## src/rtl/do_xung.sv

```systemverilog
`default_nettype none
// ============================================================================
//  Module      : do_xung
//  Description : Ramp-generator lock detector. Tracks a stepped sawtooth on D,
//                measures peak, step width and period, and recovers the two
//                generator mode bits from the (peak, step) pair.
//  Revision    : 1.0 - initial release
// ============================================================================
module do_xung #(
    parameter int W       = 16,
    parameter int TIMEOUT = 255
) (
    input  logic          clk,
    input  logic          rst_n,
    input  logic [W-1:0]  D,
    output logic [15:0]   peak,
    output logic [7:0]    step_clks,
    output logic [23:0]   period,
    output logic          Smode_det,
    output logic          Fmode_det,
    output logic          locked,
    output logic          err
);

    typedef enum logic [1:0] {
        IDLE  = 2'd0,
        SYNC  = 2'd1,
        TRACK = 2'd2,
        LOCK  = 2'd3
    } state_t;

    state_t         state, state_nxt;

    logic [W-1:0]   d_q, d_prev;
    logic [7:0]     gap_cnt;
    logic [23:0]    per_cnt;
    logic [7:0]     first_gap;
    logic           have_gap, gap_bad;

    logic [W:0]     prev_plus1;
    logic           change, is_inc, is_wrap, is_glitch, timeout;
    logic [31:0]    prev_ext;
    logic           gaps_ok, code_ok, code_s, code_f;

    logic [15:0]    peak_nxt;
    logic [7:0]     step_nxt;
    logic [23:0]    period_nxt;
    logic           s_nxt, f_nxt, locked_nxt, err_nxt;

    // Increment test is done one bit wider so an all-ones sample never aliases to 0.
    assign prev_plus1 = {1'b0, d_prev} + {{W{1'b0}}, 1'b1};
    assign change     = (d_q != d_prev);
    assign is_inc     = change && ({1'b0, d_q} == prev_plus1);
    assign is_wrap    = (d_q == '0) && (d_prev != '0);
    assign is_glitch  = change && !is_inc && !is_wrap;
    // gap_cnt holds the length of the gap in progress including this clock;
    // reaching TIMEOUT means the gap is about to exceed it.
    assign timeout    = (32'(gap_cnt) >= 32'(TIMEOUT));
    assign prev_ext   = 32'(d_prev);

    // The cycle is consistent only if every gap, including the one ending in the wrap,
    // matches the first gap of the cycle.
    assign gaps_ok = have_gap && !gap_bad && (gap_cnt == first_gap);

    // Decode the (peak, step) pair seen at this wrap into the generator mode bits.
    always_comb begin
        code_ok = 1'b0;
        code_s  = 1'b0;
        code_f  = 1'b0;
        if (gaps_ok) begin
            if (prev_ext == 32'd1000 && gap_cnt == 8'd10) begin
                code_ok = 1'b1;
            end else if (prev_ext == 32'd1000 && gap_cnt == 8'd20) begin
                code_ok = 1'b1;
                code_f  = 1'b1;
            end else if (prev_ext == 32'd500 && gap_cnt == 8'd20) begin
                code_ok = 1'b1;
                code_s  = 1'b1;
            end else if (prev_ext == 32'd500 && gap_cnt == 8'd40) begin
                code_ok = 1'b1;
                code_s  = 1'b1;
                code_f  = 1'b1;
            end
        end
    end

    // Sample pipeline, gap/period counters and per-cycle gap consistency tracking.
    always_ff @(posedge clk or negedge rst_n) begin
        if (!rst_n) begin
            d_q       <= '0;
            d_prev    <= '0;
            gap_cnt   <= 8'd0;
            per_cnt   <= 24'd0;
            first_gap <= 8'd0;
            have_gap  <= 1'b0;
            gap_bad   <= 1'b0;
        end else begin
            d_q    <= D;
            d_prev <= d_q;

            if (change) begin
                gap_cnt <= 8'd1;
            end else if (gap_cnt != 8'hFF) begin
                gap_cnt <= gap_cnt + 8'd1;
            end

            if (is_wrap) begin
                per_cnt <= 24'd1;
            end else if (per_cnt != 24'hFF_FFFF) begin
                per_cnt <= per_cnt + 24'd1;
            end

            if (is_wrap) begin
                have_gap <= 1'b0;
                gap_bad  <= 1'b0;
            end else if (is_inc) begin
                if (!have_gap) begin
                    have_gap  <= 1'b1;
                    first_gap <= gap_cnt;
                end else if (gap_cnt != first_gap) begin
                    gap_bad <= 1'b1;
                end
            end
        end
    end

    // State and measurement/status registers.
    always_ff @(posedge clk or negedge rst_n) begin
        if (!rst_n) begin
            state     <= IDLE;
            peak      <= 16'd0;
            step_clks <= 8'd0;
            period    <= 24'd0;
            Smode_det <= 1'b0;
            Fmode_det <= 1'b0;
            locked    <= 1'b0;
            err       <= 1'b0;
        end else begin
            state     <= state_nxt;
            peak      <= peak_nxt;
            step_clks <= step_nxt;
            period    <= period_nxt;
            Smode_det <= s_nxt;
            Fmode_det <= f_nxt;
            locked    <= locked_nxt;
            err       <= err_nxt;
        end
    end

    // Next state and outputs; timeout outranks glitch, which outranks a wrap.
    always_comb begin
        state_nxt  = state;
        peak_nxt   = peak;
        step_nxt   = step_clks;
        period_nxt = period;
        s_nxt      = Smode_det;
        f_nxt      = Fmode_det;
        locked_nxt = locked;
        err_nxt    = err;

        if (state != IDLE && timeout) begin
            state_nxt  = IDLE;
            err_nxt    = 1'b1;
            locked_nxt = 1'b0;
        end else if (state != IDLE && is_glitch) begin
            state_nxt  = SYNC;
            err_nxt    = 1'b1;
            locked_nxt = 1'b0;
        end else begin
            case (state)
                IDLE: begin
                    if (change) state_nxt = SYNC;
                end
                SYNC: begin
                    if (is_wrap) state_nxt = TRACK;
                end
                TRACK, LOCK: begin
                    if (is_wrap) begin
                        peak_nxt   = 16'(d_prev);
                        step_nxt   = gap_cnt;
                        period_nxt = per_cnt;
                        if (code_ok) begin
                            state_nxt  = LOCK;
                            s_nxt      = code_s;
                            f_nxt      = code_f;
                            locked_nxt = 1'b1;
                            if (state == TRACK) err_nxt = 1'b0;
                        end else begin
                            state_nxt  = SYNC;
                            locked_nxt = 1'b0;
                            err_nxt    = 1'b1;
                        end
                    end
                end
                default: state_nxt = IDLE;
            endcase
        end
    end

endmodule
`default_nettype wire
```

## config.mk

```make
export PLATFORM = sky130hd
export DESIGN_NAME = do_xung
export DESIGN_NICKNAME = d
export VERILOG_FILES = /design/src/rtl/do_xung.sv
export SDC_FILE = /design/constraint.sdc
export NUM_CORES = 1
export LEC_CHECK = 0
export ABC_AREA = 0
export ABC_CLOCK_PERIOD_IN_PS = 2600
export CORE_ASPECT_RATIO = 0.75
export CORE_MARGIN = 10
export CORE_UTILIZATION = 45
export CTS_CLUSTER_DIAMETER = 40
export DETAILED_ROUTE_END_ITERATION = 10
export PLACE_DENSITY = 0.65
export REMOVE_ABC_BUFFERS = 1
export SYNTH_ARGS = -nofsm -noshare
export SYNTH_HDL_FRONTEND = slang
export SYNTH_SLANG_ARGS = --single-unit
```

## constraint.sdc

```tcl
create_clock -name clk -period 2.6 [get_ports clk]
set_input_delay 0.52 -clock clk [delete_from_list [all_inputs] [get_ports clk]]
set_output_delay 0.52 -clock clk [all_outputs]
set_load 0.02 [all_outputs]
```

==> results of run 1 <==
==> worst max path at each step <==
stage,startpoint,to,slack (ns),cells past startpoint
after floorplan,d_prev[0],Fmode_det,-1.98,8
after global placement,d_prev[1],first_gap[4],0.02,9
after detailed placement,d_prev[1],first_gap[5],-0.10,9
after CTS,d_prev[6],first_gap[1],0.005,8
after global routing,d_prev[0],first_gap[5],-0.09,10
final,d_prev[7],first_gap[1],0.06,9
==> registers in the layout, indices dropped and copies added (netlist names) <==
register and flops:
per_cnt 24, period 24, d_prev 16, d_q 16
peak 16, first_gap 8, gap_cnt 8, step_clks 8
state 2, Fmode_det 1, Smode_det 1, err 1
gap_bad 1, have_gap 1, locked 1
==> cell families after synthesis <==
family / after synthesis
adders and majority gates: 6
xor gates and xnor gates: 53
muxes: 54
AOI/OAI and AO/OA: 65
DFF: 128
and+or+nand+nor: 184
buffers and inverters: 39
==> layer usage <==
metal	track usage [%]	part of all wire, %
met5	0	0
met4	5.23	1.1
met3	5.03	5.4
met2	24.8	46
met1	22.1	48
==> cells in the final DEF, fill, tap and decap left out, drive strengths merged, types with 7 or more instances in the layout <==
| cell | instances |
|---|---|
| xnor2 | 23 |
| nand3 | 28 |
| nand4 | 15 |
| nor2 | 47 |
| nor4 | 19 |
| inv | 12 |
| clkdlybuf4s50 | 68 |
| or3 | 7 |
| a31oi | 7 |
| buf | 62 |
| nor3 | 9 |
| o21ai | 25 |
| dfrtp | 128 |
| nand2 | 32 |
| a21oi | 12 |
| clkbuf | 21 |
| xor2 | 30 |
| mux2 | 49 |
==> metrics by stage <==
step           hold WS, ns  total power, uW  utilization (%)  setup slack (ns)  instances
6_report            0.0800             4730             62.0            0.0579        830
5_1_grt              0.109             4910             62.0           -0.0851        830
4_1_cts             0.0815             4750             60.2           0.00532        824
3_5_place_dp         0.409             2440             55.4            -0.104        794
3_3_place_gp         0.407             2430             55.4            0.0197        794
2_1_floorplan        0.224             2270                -             -1.98        502
==> layout make-up <==
class	count	area [um^2]	share of cell area (%)
clock buffers	21	480	5.99
clock inverters	6	85.1	1.06
inverters	12	45.0	0.562
multi-input cells	362	2770	34.6
flip-flops and latches	128	3210	40.0
well taps	171	214	2.67
repair buffers	130	1210	15.1
==> synthesized netlist by cell type, types with 4 or more instances <==
master / n / share of area, %
nor3_1: 9 / 0.76
nor4_1: 16 / 1.7
inv_1: 12 / 0.76
nand2_1: 32 / 2.0
clkbuf_1: 15 / 0.95
and3_1: 6 / 0.63
nand3_1: 26 / 2.2
mux2_2: 49 / 9.3
nand4_1: 15 / 1.6
a31oi_1: 7 / 0.74
ha_1: 6 / 1.3
dfrtp_1: 128 / 54
o21ai_0: 25 / 2.1
xnor2_1: 23 / 3.4
xor2_1: 30 / 4.4
a21oi_1: 12 / 1.0
or3_1: 7 / 0.74
nand4b_1: 4 / 0.59
buf_2: 8 / 0.68
nor2_1: 47 / 3.0
mux2i_1: 4 / 0.68
or4_1: 4 / 0.51
==> power by group <==
group	switching, uW	internal, uW	leakage (uW)
combinational	173	145	0.00155
clock	810	1480	0.000275
sequential	78.3	2050	0.00168
==> timing repair <==
| item | 4_1_cts | 5_1_grt |
|---|---|---|
| resized for setup | 6 | 41 |
| setup endpoints to repair | 10 | 22 |
| pin swaps | 3 | 13 |
| buffers inserted | 3 | 6 |
==> flow_summary.json, run 1 <==
{
  "pin_count": 70,
  "diodes": 0,
  "r2r_end": "first_gap[1]",
  "dp_hpwl_um": 10500,
  "htree_levels": 4,
  "fill_cells": 1033,
  "synthFlopType": "dfrtp_1",
  "r2r_slack_ns": 0.06,
  "grt_pass1_wl_um": 24400,
  "critPathLaunchType": "flip-flop",
  "grt_pass1_vias": 4605,
  "cts_sinks": 128,
  "start_util_pct": 45.9,
  "drc": 0,
  "vias_per_cell": 5.37,
  "synth_edf_count": 0,
  "path_buf_inv": 2,
  "synthAdderAreaFrac_pct": 1.27,
  "grt_use_total_pct": 16.4,
  "synth_compound_area_share_pct": 6.92,
  "postCtsHoldBufs": 0,
  "finalCritPeriodShare_pct": 97.8,
  "ys_warn_count": 0,
  "num_vias": 4459,
  "core_area_um2": 12900,
  "path_delay_family": "simple AND/OR/NAND/NOR gates",
  "p_per_area_nw_per_um2": 590,
  "wl_per_cell_um": 17.5,
  "first_pass_iters": 5,
  "finalNetCount": 675,
  "worstMarginPinSlew_ns": 0.658,
  "cap_violations": 0,
  "p_leak_uw": 0.00351,
  "max_freq_ghz": 0.393,
  "area_growth_pct": 35.2,
  "cts_made_buffers": 17,
  "routed_wirelength_um": 14500,
  "globalplace.congestion": 0.863,
  "clockRootBuffer": "clkbuf_16",
  "synth_top_family_by_area": "simple AND/OR/NAND/NOR gates",
  "avgSynthCellArea_um2": 11.2,
  "grt_start_max_net_pins": 48,
  "port_buffers": 69,
  "die_x_um": 153,
  "setup_viol": 0,
  "r2r.worst_path.cells": 9,
  "die_y_um": 119,
  "synth.area.mux_share_pct": 10.2,
  "required_ns": 2.89,
  "crit_slowest_cell": "dfrtp_1",
  "synthXorXnorAreaFrac_pct": 7.83,
  "die_area_um2": 18200,
  "path_cells": "buf_4, xor2_1, o21ai_0, a21boi_0, nor3_2, nand4b_1, nor4_4, buf_6, mux2_4",
  "synth-seq-area-share_pct": 54.0,
  "crit_fanout": 8,
  "syn_area_um2": 5930,
  "clock_latency_ns": 0.42,
  "slew_headroom_pct": 56.2,
  "end_kind": "flip-flop",
  "min-delay-path-class": "input port to async pin",
  "cts_max_path_buffers": 2,
  "regToRegStartpoint": "d_prev[7]",
  "async_reset_ff_share_pct": 100,
  "cts_tree": "done",
  "synth-seq-cells": 128,
  "rsz0062_at_grt": "yes",
  "maxSlewViolCount": 0,
  "finClkSkew_ns": 0.0102,
  "outcome": "finished clean",
  "drtIter0Drc": 273,
  "num_rows": 36,
  "synthSimpleGateAreaFrac_pct": 16.9,
  "stdcell_area_um2": 8020,
  "ant_nets": 0,
  "antenna_found_initial": 0,
  "finalSetupTns_ns": 0,
  "ys_types": 52,
  "critPathMaxStageDelay_ns": 0.41,
  "grt_overflow": 0,
  "placed_area_um2": 7160,
  "syn_inst": 529,
  "path_class": "flip-flop to flip-flop",
  "vdd_drop_max_mv": 0.464,
  "cts.reportedPaths.clkPinSlew_ns": 0.05,
  "drive_gt1_share_pct": 26.7,
  "cp_data_arrival_time_ns": 2.83,
  "finalWorstPathRequiredPeriod_ns": 2.54,
  "hold_viol_final": 0
}
No activity file was read; power rests on OpenSTA's default activity.
==> run 2, diff against run 1 <==
--- a/config.mk
+++ b/config.mk
@@ -6,13 +6,14 @@
 export NUM_CORES = 1
 export LEC_CHECK = 0
 export ABC_AREA = 0
-export ABC_CLOCK_PERIOD_IN_PS = 2600
+export ABC_CLOCK_PERIOD_IN_PS = 3000
 export CORE_ASPECT_RATIO = 0.75
 export CORE_MARGIN = 10
 export CORE_UTILIZATION = 45
+export CTS_BUF_LIST = sky130_fd_sc_hd__clkbuf_2
 export CTS_CLUSTER_DIAMETER = 40
 export DETAILED_ROUTE_END_ITERATION = 10
-export PLACE_DENSITY = 0.65
+export PLACE_DENSITY = 0.62
 export REMOVE_ABC_BUFFERS = 1
 export SYNTH_ARGS = -nofsm -noshare
 export SYNTH_HDL_FRONTEND = slang
==> constraint.sdc (replaced) <==
create_clock -name clk -period 3 [get_ports clk]
set_input_delay 0.6 -clock clk [delete_from_list [all_inputs] [get_ports clk]]
set_output_delay 0.6 -clock clk [all_outputs]
set_load 0.02 [all_outputs]
==> flow_summary.json, run 2 (synthesized netlist as in run 1, its figures left out) <==
{
  "worstMarginPinSlew_ns": 0.743,
  "critPathMaxStageDelay_ns": 0.50,
  "cap_violations": 0,
  "cts_setup_buffers": 0,
  "core_area_um2": 12900,
  "grt_pass1_wl_um": 22600,
  "num_vias": 4304,
  "setup_viol": 0,
  "critPathLaunchType": "flip-flop",
  "finalWorstPathRequiredPeriod_ns": 2.77,
  "cts_made_buffers": 17,
  "drive_gt1_share_pct": 17.0,
  "crit_slowest_cell": "dfrtp_2",
  "die_y_um": 119,
  "dp_slack_ns": 0.165,
  "drtIter0Drc": 288,
  "max_freq_ghz": 0.362,
  "die_x_um": 153,
  "area_growth_pct": 19.5,
  "path_cells": "nand4_1, nor4_4, mux2_2, mux2i_1, mux2i_2, nor4_4, buf_4, mux2_2",
  "drc": 0,
  "diodes": 0,
  "top_regs": "per_cnt (24), period (24)",
  "cts_max_path_buffers": 2,
  "dp_hpwl_um": 9920,
  "die_area_um2": 18200,
  "routed_wirelength_um": 13400,
  "pin_count": 70,
  "htree_levels": 4,
  "port_buffers": 69,
  "cts.reportedPaths.clkPinSlew_ns": 0.18,
  "num_rows": 36,
  "slew_headroom_pct": 50.2,
  "fill_cells": 1130,
  "grt_use_total_pct": 15.1,
  "grt_overflow": 0,
  "regToRegStartpoint": "d_prev[3]",
  "ant_nets": 0,
  "clockRootBuffer": "clkbuf_2",
  "p_leak_uw": 0.00310,
  "end_kind": "flip-flop",
  "globalplace.congestion": 0.904,
  "vias_per_cell": 5.46,
  "cp_data_arrival_time_ns": 3.32,
  "required_ns": 3.56,
  "rsz0062_at_grt": "no",
  "grt_pass1_vias": 4337,
  "setup_ws_ns": 0.234,
  "fin_util_pct": 54.8,
  "layout_common_cells": "124 x dfrtp_1, 68 x clkdlybuf4s50_1, 49 x mux2_2",
  "hold_viol_final": 0,
  "finClkSkew_ns": 0.0406,
  "maxSlewViolCount": 0,
  "wl_per_cell_um": 17.0,
  "holdWs_ns": 0.327,
  "critical_path.startpoint": "d_prev[3]",
  "min-delay-path-class": "input port to flip-flop",
  "finalCritPeriodShare_pct": 92.2,
  "cts_sinks": 128,
  "first_pass_iters": 5,
  "p_per_area_nw_per_um2": 423,
  "start_util_pct": 45.9,
  "clock_latency_ns": 0.69,
  "finalNetCount": 631,
  "vdd_drop_max_mv": 0.307,
  "grt_start_max_net_pins": 63,
  "path_class": "flip-flop to flip-flop",
  "cts_tree": "done",
  "antenna_found_initial": 0,
  "crit_fanout": 9,
  "outcome": "finished clean",
  "hp-start": "D[14]",
  "final_common_cell": "dfrtp_1"
}
run 2: worst max-delay path, delay by kind of cell (launching register included):
kind / cells / cell delay (ns)
buffers and inverters: 1 / 0.20
and+or+nand+nor: 3 / 0.89
DFF: 1 / 0.50
muxes: 4 / 1.05
run 2: final timing paths:
kind | slack [ns] | end | depth (start not counted)
setup / recovery | 0.23 | first_gap[1] | 8
hold / removal | 0.33 | d_q[14] | 1
setup reg to reg | 0.23 | first_gap[1] | 8
hold reg to reg | 0.44 | d_prev[9] | 0
max in group asynchronous | 1.93 | have_gap | 3
min in group asynchronous | 0.34 | d_q[11] | 2
run 2: through the flow:
| step | setup TNS, ns | std cells | area [um^2] | total power, uW |
|---|---|---|---|---|
| 2_1_floorplan | -74.04 | 502 | 5810 | 1970 |
| 3_3_place_gp | 0 | 758 | 6870 | 2080 |
| 3_5_place_dp | 0 | 758 | 6870 | 2080 |
| 4_1_cts | 0 | 789 | 7070 | 3040 |
| 5_1_grt | 0 | 789 | 7090 | 3150 |
| 6_report | 0 | 789 | 7090 | 3000 |
run 2: power by group:
group          switching (uW)  total, uW  internal (uW)
Combinational             116        203           87.2
Clock                     588        946            359
Sequential               74.5       1850           1770
run 2: what timing repair did:
item,in CTS,in global routing
hold buffers,1,0
endpoints found under the setup margin,0,8
gates resized for setup,0,6
hold endpoints to repair,22,0
run 2: metal layers:
layer,GRT usage [%],wire length [um],vias to the layer above
met5,0,0,-
met4,4.82,142,0
met3,5.03,831,11
met2,22.1,5930,123
met1,20.8,6490,2127
li1,-,-,2043
run 2: final cells by class:
class                      count  area [um^2]  area share (%)
multi-input combinational    362         2580            36.4
clock buffer                  19         95.1            1.34
clock inverter                11         98.8            1.39
timing repair buffer          86          843            11.9
inverter                      12         45.0           0.636
tap                          171          214            3.02
sequential                   128         3210            45.3
